<file path="config.mk">
export PLATFORM = sky130hd
export DESIGN_NAME = enemy_tile_arbiter
export DESIGN_NICKNAME = d
export VERILOG_FILES = /design/src/rtl/enemy_tile_arbiter.sv
export SDC_FILE = /design/constraint.sdc
export NUM_CORES = 1
export LEC_CHECK = 0
export CAP_MARGIN = 30
export CORE_AREA = 2 2 75 56
export CTS_CLUSTER_SIZE = 10
export DETAILED_ROUTE_END_ITERATION = 10
export DIE_AREA = 0 0 77 58
export PLACE_DENSITY = 0.89
export SLEW_MARGIN = 20
export SYNTH_ARGS = -nofsm -noshare
export SYNTH_HDL_FRONTEND = slang
export SYNTH_SLANG_ARGS = --single-unit
</file>
<file path="constraint.sdc">
create_clock -name movement_clock_i -period 3.54 [get_ports movement_clock_i]
set_clock_uncertainty 0.1 [all_clocks]
set_input_delay 0.531 -clock movement_clock_i [delete_from_list [all_inputs] [get_ports movement_clock_i]]
set_output_delay 0.531 -clock movement_clock_i [all_outputs]
set_load 0.01 [all_outputs]
</file>
<file path="src/rtl/enemy_tile_arbiter.sv">
// enemy_tile_arbiter: round-robin sharing of one background tile-lookup port among N enemy movers.
module enemy_tile_arbiter #(
  parameter int N = 4,
  parameter int ROWS = 12,
  parameter int COLS = 17,
  parameter logic [7:0] BDR = 8'd0
) (
  input  logic                movement_clock_i,
  input  logic                reset_i,
  input  logic [N-1:0]        req_i,
  input  logic [N-1:0][3:0]   req_row_i,
  input  logic [N-1:0][4:0]   req_col_i,
  output logic [3:0]          bg_row_o,
  output logic [4:0]          bg_col_o,
  input  logic [7:0]          bg_tile_i,
  output logic [N-1:0]        gnt_o,
  output logic [N-1:0]        rsp_valid_o,
  output logic [7:0]          rsp_tile_o,
  output logic                busy_o
);
  localparam int PW = $clog2(N);
  localparam logic [N-1:0] ONE = {{(N-1){1'b0}}, 1'b1};
  logic [PW-1:0] ptr_q, ptr_d, s2_idx_q, win_idx;
  logic          s2_valid_q, s2_oor_q, win_found, win_oor;
  logic [N-1:0]  gnt_q, rsp_valid_q, inflight_mask, eligible;
  logic [7:0]    rsp_tile_q;
  logic [3:0]    bg_row_q;
  logic [4:0]    bg_col_q;
  assign inflight_mask = s2_valid_q ? (ONE << s2_idx_q) : '0;
  assign eligible = req_i & ~inflight_mask;
  // First eligible index starting at ptr, wrapping modulo N.
  always_comb begin
    win_found = 1'b0;
    win_idx = '0;
    for (int i = 0; i < N; i++) begin
      int j;
      j = int'(ptr_q) + i;
      if (j >= N) j = j - N;
      if (!win_found && eligible[j]) begin
        win_found = 1'b1;
        win_idx = PW'(j);
      end
    end
  end
  assign win_oor = (32'(req_row_i[win_idx]) >= ROWS) || (32'(req_col_i[win_idx]) >= COLS);
  assign ptr_d = (32'(win_idx) == N - 1) ? '0 : win_idx + 1'b1;
  always_ff @(posedge movement_clock_i) begin
    if (reset_i) begin
      ptr_q <= '0;
      s2_valid_q <= 1'b0;
      s2_idx_q <= '0;
      s2_oor_q <= 1'b0;
      gnt_q <= '0;
      rsp_valid_q <= '0;
      rsp_tile_q <= BDR;
      bg_row_q <= '0;
      bg_col_q <= '0;
    end else begin
      gnt_q <= win_found ? (ONE << win_idx) : '0;
      s2_valid_q <= win_found;
      rsp_valid_q <= inflight_mask;
      if (s2_valid_q) rsp_tile_q <= s2_oor_q ? BDR : bg_tile_i;
      if (win_found) begin
        ptr_q <= ptr_d;
        s2_idx_q <= win_idx;
        s2_oor_q <= win_oor;
        bg_row_q <= req_row_i[win_idx];
        bg_col_q <= req_col_i[win_idx];
      end
    end
  end
  assign gnt_o = gnt_q;
  assign rsp_valid_o = rsp_valid_q;
  assign rsp_tile_o = rsp_tile_q;
  assign bg_row_o = bg_row_q;
  assign bg_col_o = bg_col_q;
  assign busy_o = s2_valid_q;
endmodule

</file>
# --- Yosys cells after proc, flatten, opt, wreduce, memory -nomap -nowiden ---
# Cells that the tools add are included.
word_totals:
  register_bits: 31
  inputBits: 50
  out_inout_bits: 26
op_classes:
  addsub: 8
  order_cmp: 11
  eq_ne: 1
  shifts: 2
  muxes: 31
  bitwise_logic: 3
  reduce_logical: 8
op_table:
  columns: ["cell", "n"]
  rows:
  - ["32-bit by 4-bit < comparator with 1-bit output, second input constant", 4]
  - ["32-bit two-way mux", 4]
  - ["1-bit two-way mux", 12]
  - ["3-bit by 3-bit subtractor with 4-bit output, second input constant", 3]
  - ["5-bit binary-select mux with 2-bit select", 1]
  - ["2-bit two-way mux", 5]
  - ["3-bit >= comparator, second input constant", 3]
  - ["1-bit binary-select mux with 2-bit select", 4]
  - ["4-bit binary-select mux with 2-bit select", 1]
  - ["4-bit two-way mux", 2]
  - ["8-bit two-way mux", 1]
  - ["1-bit by 2-bit << shifter with 4-bit output, first input constant", 2]
  - ["2-bit by 2-bit adder with 3-bit output, second input constant", 2]
  - ["5-bit >= comparator, second input constant", 1]
  - ["5-bit two-way mux", 1]
  - ["4-bit AND", 1]
  - ["4-bit >= comparator, second input constant", 1]
  - ["4-bit inverter", 1]
  - ["2-bit by 3-bit subtractor with 4-bit output, second input constant", 1]
  - ["2-bit by 1-bit adder with 3-bit output, second input constant", 1]
  - ["2-bit by 3-bit >= comparator with 1-bit output, second input constant", 1]
  - ["1-bit logical AND", 3]
  - ["1-bit logical NOT", 3]
  - ["2-bit by 3-bit < comparator with 1-bit output, second input constant", 1]
  - ["other kinds (5)", 5]

# --- Longest topological paths before layout ---
depth:
  ltp_word: 21
  mapped_depth: 10
  mapped_depth_nobuf: 7

# --- Worst setup path after synthesis ---
# Ideal clock, no wire load.
synth_path:
  path_kind: "register -> register"
  from: "register s2_valid_q, in the netlist busy_o"
  to: "register bg_col_q[2], in the netlist bg_col_o[2]"
  t_arrival_ps: 1972
  required_ps: 3308
  setup_slack_ps: 1335
  path_stages_with_launch: 8
  path_buffers: 1
  cell_sequence: "dfxtp_1 -> nor3b_2 -> o22ai_2 -> a221oi_4 -> buf_6 -> mux2_2 -> o211ai_1 -> a21oi_1"
synth_between:
  elab_chain_len: 18
synth_lines:
  columns: ["element", "line_no", "text"]
  rows:
  - ["from (decl)", "24", "logic s2_valid_q, s2_oor_q, win_found, win_oor;"]
  - ["from (signal assigned)", "60", "s2_valid_q <= win_found;"]
  - ["4-bit two-way mux (*)", "29", "assign inflight_mask = s2_valid_q ? (ONE << s2_idx_q) : '0;"]
  - ["4-bit inverter (*)", "30", "assign eligible = req_i & ~inflight_mask;"]
  - ["4-bit AND (*)", "30", null]
  - ["1-bit binary-select mux with 2-bit select", "39", "if (!win_found && eligible[j]) begin"]
  - ["1-bit two-way mux (implied by the code) (2 in series)", "39", null]
  - ["1-bit two-way mux", "39", null]
  - ["1-bit logical NOT", "39", null]
  - ["1-bit logical AND", "39", null]
  - ["1-bit two-way mux", "39", null]
  - ["1-bit logical NOT", "39", null]
  - ["1-bit logical AND", "39", null]
  - ["1-bit two-way mux", "39", null]
  - ["1-bit logical NOT", "39", null]
  - ["1-bit logical AND", "39", null]
  - ["2-bit two-way mux", "39", null]
  - ["5-bit binary-select mux with 2-bit select", "68", "bg_col_q <= req_col_i[win_idx];"]
  - ["5-bit two-way mux (implied by the code)", "68", null]
  - ["to (signal assigned)", "68", null]
  - ["to (decl)", "28", "logic [4:0] bg_col_q;"]
# Mark *: on every way between the ends. The rest lies on a longest branch, timed or not. The select of a mux whose other input is x is not followed.
# A chain may end at the register's enable or synchronous reset.

# --- Worst setup path after layout ---
layout_path:
  from: "input port req_i[0]"
  to: "register s2_oor_q"
layout_between:
  elab_chain_len: 18
layout_lines:
  columns: ["element", "line_no", "text"]
  rows:
  - ["from (decl)", "10", "input logic [N-1:0] req_i,"]
  - ["4-bit AND (*)", "30", null]
  - ["1-bit binary-select mux with 2-bit select", "39", null]
  - ["1-bit two-way mux (implied by the code) (2 in series)", "39", null]
  - ["1-bit two-way mux", "39", null]
  - ["1-bit logical NOT", "39", null]
  - ["1-bit logical AND", "39", null]
  - ["1-bit two-way mux", "39", null]
  - ["1-bit logical NOT", "39", null]
  - ["1-bit logical AND", "39", null]
  - ["1-bit two-way mux", "39", null]
  - ["1-bit logical NOT", "39", null]
  - ["1-bit logical AND", "39", null]
  - ["2-bit two-way mux", "39", null]
  - ["5-bit binary-select mux with 2-bit select or 4-bit binary-select mux with 2-bit select (tied branches)", "45", "assign win_oor = (32'(req_row_i[win_idx]) >= ROWS) || (32'(req_col_i[win_idx]) >= COLS);"]
  - ["5-bit two-way mux (implied by the code) or 4-bit two-way mux (tied branches)", "45", null]
  - ["5-bit >= comparator or 4-bit >= comparator (tied branches)", "45", null]
  - ["1-bit logical OR", "45", null]
  - ["to (signal assigned)", "66", "s2_oor_q <= win_oor;"]
  - ["to (decl)", "24", null]
# Marks and branches as above.

==> results.json <==
{
  "hold_buffers": 0,
  "yosys.area_share.adder_pct": 0,
  "cp_slowest_stage_delay_ns": 0.69,
  "powerDensity_nw_per_um2": 491,
  "post_cts_buffers": 0,
  "place_congestion": 0.923,
  "ios": 76,
  "finalSetupViolCount": 0,
  "drt-initial-drc-count": 79,
  "syn_nets": 232,
  "yosys.area_share.simple_pct": 22.0,
  "synth_top_cells_by_count": "dfxtp_1, nand2_1, a21oi_1",
  "dp_hpwl_mm": 3.18,
  "antenna_found_initial": 0,
  "synth_warnings": 0,
  "rsz0062_at_grt": "false",
  "cp_data_required_time_ns": 3.58,
  "synth_edf_count": 0,
  "grt-ovfl-total": 0,
  "synth_xor_area_share_pct": 0.554,
  "synth_top_family_by_area": "simple AND/OR/NAND/NOR gates",
  "yosysMostFrequentCell": "dfxtp_1",
  "diodes": 0,
  "cap_violations": 0,
  "critPathBufInv": 2,
  "cts_max_level": 2,
  "crit_top_cell": "mux2i_1",
  "cts_made_buffers": 5,
  "dpl.cell_count": 301,
  "layout-area-overhead-vs-synth_pct": 54.7,
  "avgSynthCellArea_um2": 8.69,
  "layout_setup_ws_ns": 0.600,
  "crit_type": "in -> reg",
  "path_delay_family": "compound AO/OA/AOI/OAI gates",
  "slew_violations": 0,
  "clock_path_buffers": 2,
  "initial_core_util_pct": 42.1,
  "vias": 1543,
  "ys_seq_elements": 31,
  "cts_root_buf": "clkbuf_8",
  "pre_cts_ws_ns": 0.335,
  "final_cells": 309,
  "status": "completed",
  "ctsResizeCount": 0,
  "grt_max_degree": 19,
  "firstDrtPassIters": 5,
  "async_flop_share_pct": 0,
  "wl_per_cell_um": 13.3,
  "synth.area.mux_share_pct": 15.7,
  "finalHoldViolations": 0,
  "cts_tree": "done",
  "track_usage_pct": 19.9,
  "hp-class": "reg -> reg",
  "synth_ff_type": "dfxtp_1",
  "worst_setup_path_start_kind": "input port",
  "fmax_mhz": 340,
  "drive_above_1_share_pct": 9.73,
  "coreArea_um2": 3760,
  "crit_path_end_kind": "flop",
  "wl_mm": 4.12,
  "hold_slack_ns": 0.354,
  "crit_fanout": 15,
  "arrival_ns": 2.98,
  "tns_ns": 0,
  "viasPerCell": 4.99,
  "cts_num_sinks": 31,
  "tightest_slew_ns": 0.864,
  "synth.area.top_cells": "dfxtp_1, mux2i_1, a21oi_1, nand2_1, mux2_2",
  "rows": 19,
  "placed_area_um2": 2360,
  "antenna_left": 0,
  "synthesis.area_um2": 1580,
  "synthCells": 182,
  "die_area_um2": 4470,
  "netlist-cell-type-count": 34,
  "clkTransAtPathRegs_ns": 0.07,
  "finalPower_mw": 1.20,
  "vdd_drop_max_mv": 0.344,
  "cpMaxStageDelayCell": "a221oi_4",
  "worstSkewPairLatency_ns": 0.27,
  "first_global_vias": 1567,
  "grt_pass1_wl_mm": 7.11,
  "ys_seq_area_share_pct": 39.2,
  "drc": 0,
  "p_leak_nw": 0.931,
  "synth_largest_area_cell": "dfxtp_1",
  "path_cells": "clkdlybuf4s50_1 > or3b_2 > o32ai_1 > a221oi_4 > buf_4 > mux2i_1 > mux2i_1 > a22oi_1 > o22ai_1",
  "synth_compound_area_share_pct": 17.3,
  "die_h_um": 58,
  "layout.nets": 306,
  "io_buffers": 75,
  "synth_top_area_share_pct": 39.2,
  "fin_area_um2": 2450,
  "period_minus_slack_ns": 2.94,
  "maxSlewHeadroom_pct": 42.4,
  "fin_crit_sh_pct": 83.1,
  "die_x_um": 77,
  "postLayoutCoreUtil_pct": 65.1
}
==> kinds of logic (layout without fill, tap and decap cells) <==
family                 after synthesis  after routing
flip-flops                          31             31
AND/OR/NAND/NOR                     69             69
buffers and inverters               16             91
AO/OA/AOI/OAI                       41             41
XOR/XNOR                             1              1
multiplexers                        24             24
==> worst register-to-register path, cell delays in order (launching register included) <==
cell and delay [ns]:
dfxtp_1 0.46, nor3b_2 0.34, o22ai_2 0.13, a221oi_4 0.75, buf_4 0.34, mux2i_1 0.22
mux2i_1 0.12, a22oi_1 0.18, o22ai_1 0.10
==> cell usage in the layout (no fill, tap or decap), drive strengths merged, types with 3 or more instances in the layout <==
cell type | Yosys | final
a21oi | 21 | 21
buf | 6 | 5
clkbuf | 7 | 7
clkdlybuf4s50 | 0 | 75
dfxtp | 31 | 31
inv | 3 | 3
mux2 | 7 | 7
mux2i | 17 | 17
nand2 | 23 | 23
nand2b | 5 | 5
nor2 | 14 | 14
nor2b | 9 | 9
nor3 | 5 | 5
nor3b | 3 | 3
nor4 | 4 | 4
o211ai | 7 | 7
o21ai | 4 | 4
==> area by class of cell <==
type	instances	area (µm²)
inverter	3	11.3
sequential	31	621
multi-input combinational	135	880
tap	52	65.1
timing repair buffer	80	788
clock buffer	7	76.3
fill	338	1310
clock inverter	1	5.00
==> metal layers <==
| layer | vias up | GRT usage, % | part of all wire [%] |
|---|---|---|---|
| met1 | 717 | 26.1 | 48 |
| met4 | 0 | 5.10 | 0 |
| met2 | 40 | 32.8 | 47 |
| met3 | 0 | 5.45 | 5.2 |
| li1 | 786 | - | - |
| met5 | - | 0 | 0 |
==> power by group <==
| part | leakage, nW | internal, mW | switching, mW |
|---|---|---|---|
| clock network | 0.0422 | 0.138 | 0.125 |
| logic | 0.633 | 0.270 | 0.218 |
| registers | 0.256 | 0.407 | 0.0440 |
==> path summary, 6_finish.rpt <==
| path | from | end | slack, ns | cells after the start |
|---|---|---|---|---|
| min reg2reg | bg_col_o[0]$_SDFFE_PP0N_ | bg_col_o[0]$_SDFFE_PP0N_ | 0.35 | 2 |
| max reg2reg | busy_o$_SDFF_PP0_ | s2_oor_q$_SDFFE_PP0N_ | 0.67 | 8 |
| max | req_i[0] | s2_oor_q$_SDFFE_PP0N_ | 0.60 | 9 |
| min | bg_col_o[0]$_SDFFE_PP0N_ | bg_col_o[0]$_SDFFE_PP0N_ | 0.35 | 2 |
==> flip-flops by register name (all words and copies together), names as in the netlist <==
name,cells
bg_col_o,5
bg_row_o,4
busy_o,1
gnt_o,4
ptr_q,2
rsp_tile_o,8
rsp_valid_o,4
s2_idx_q,2
s2_oor_q,1
(Power assumes the default switching activity.)
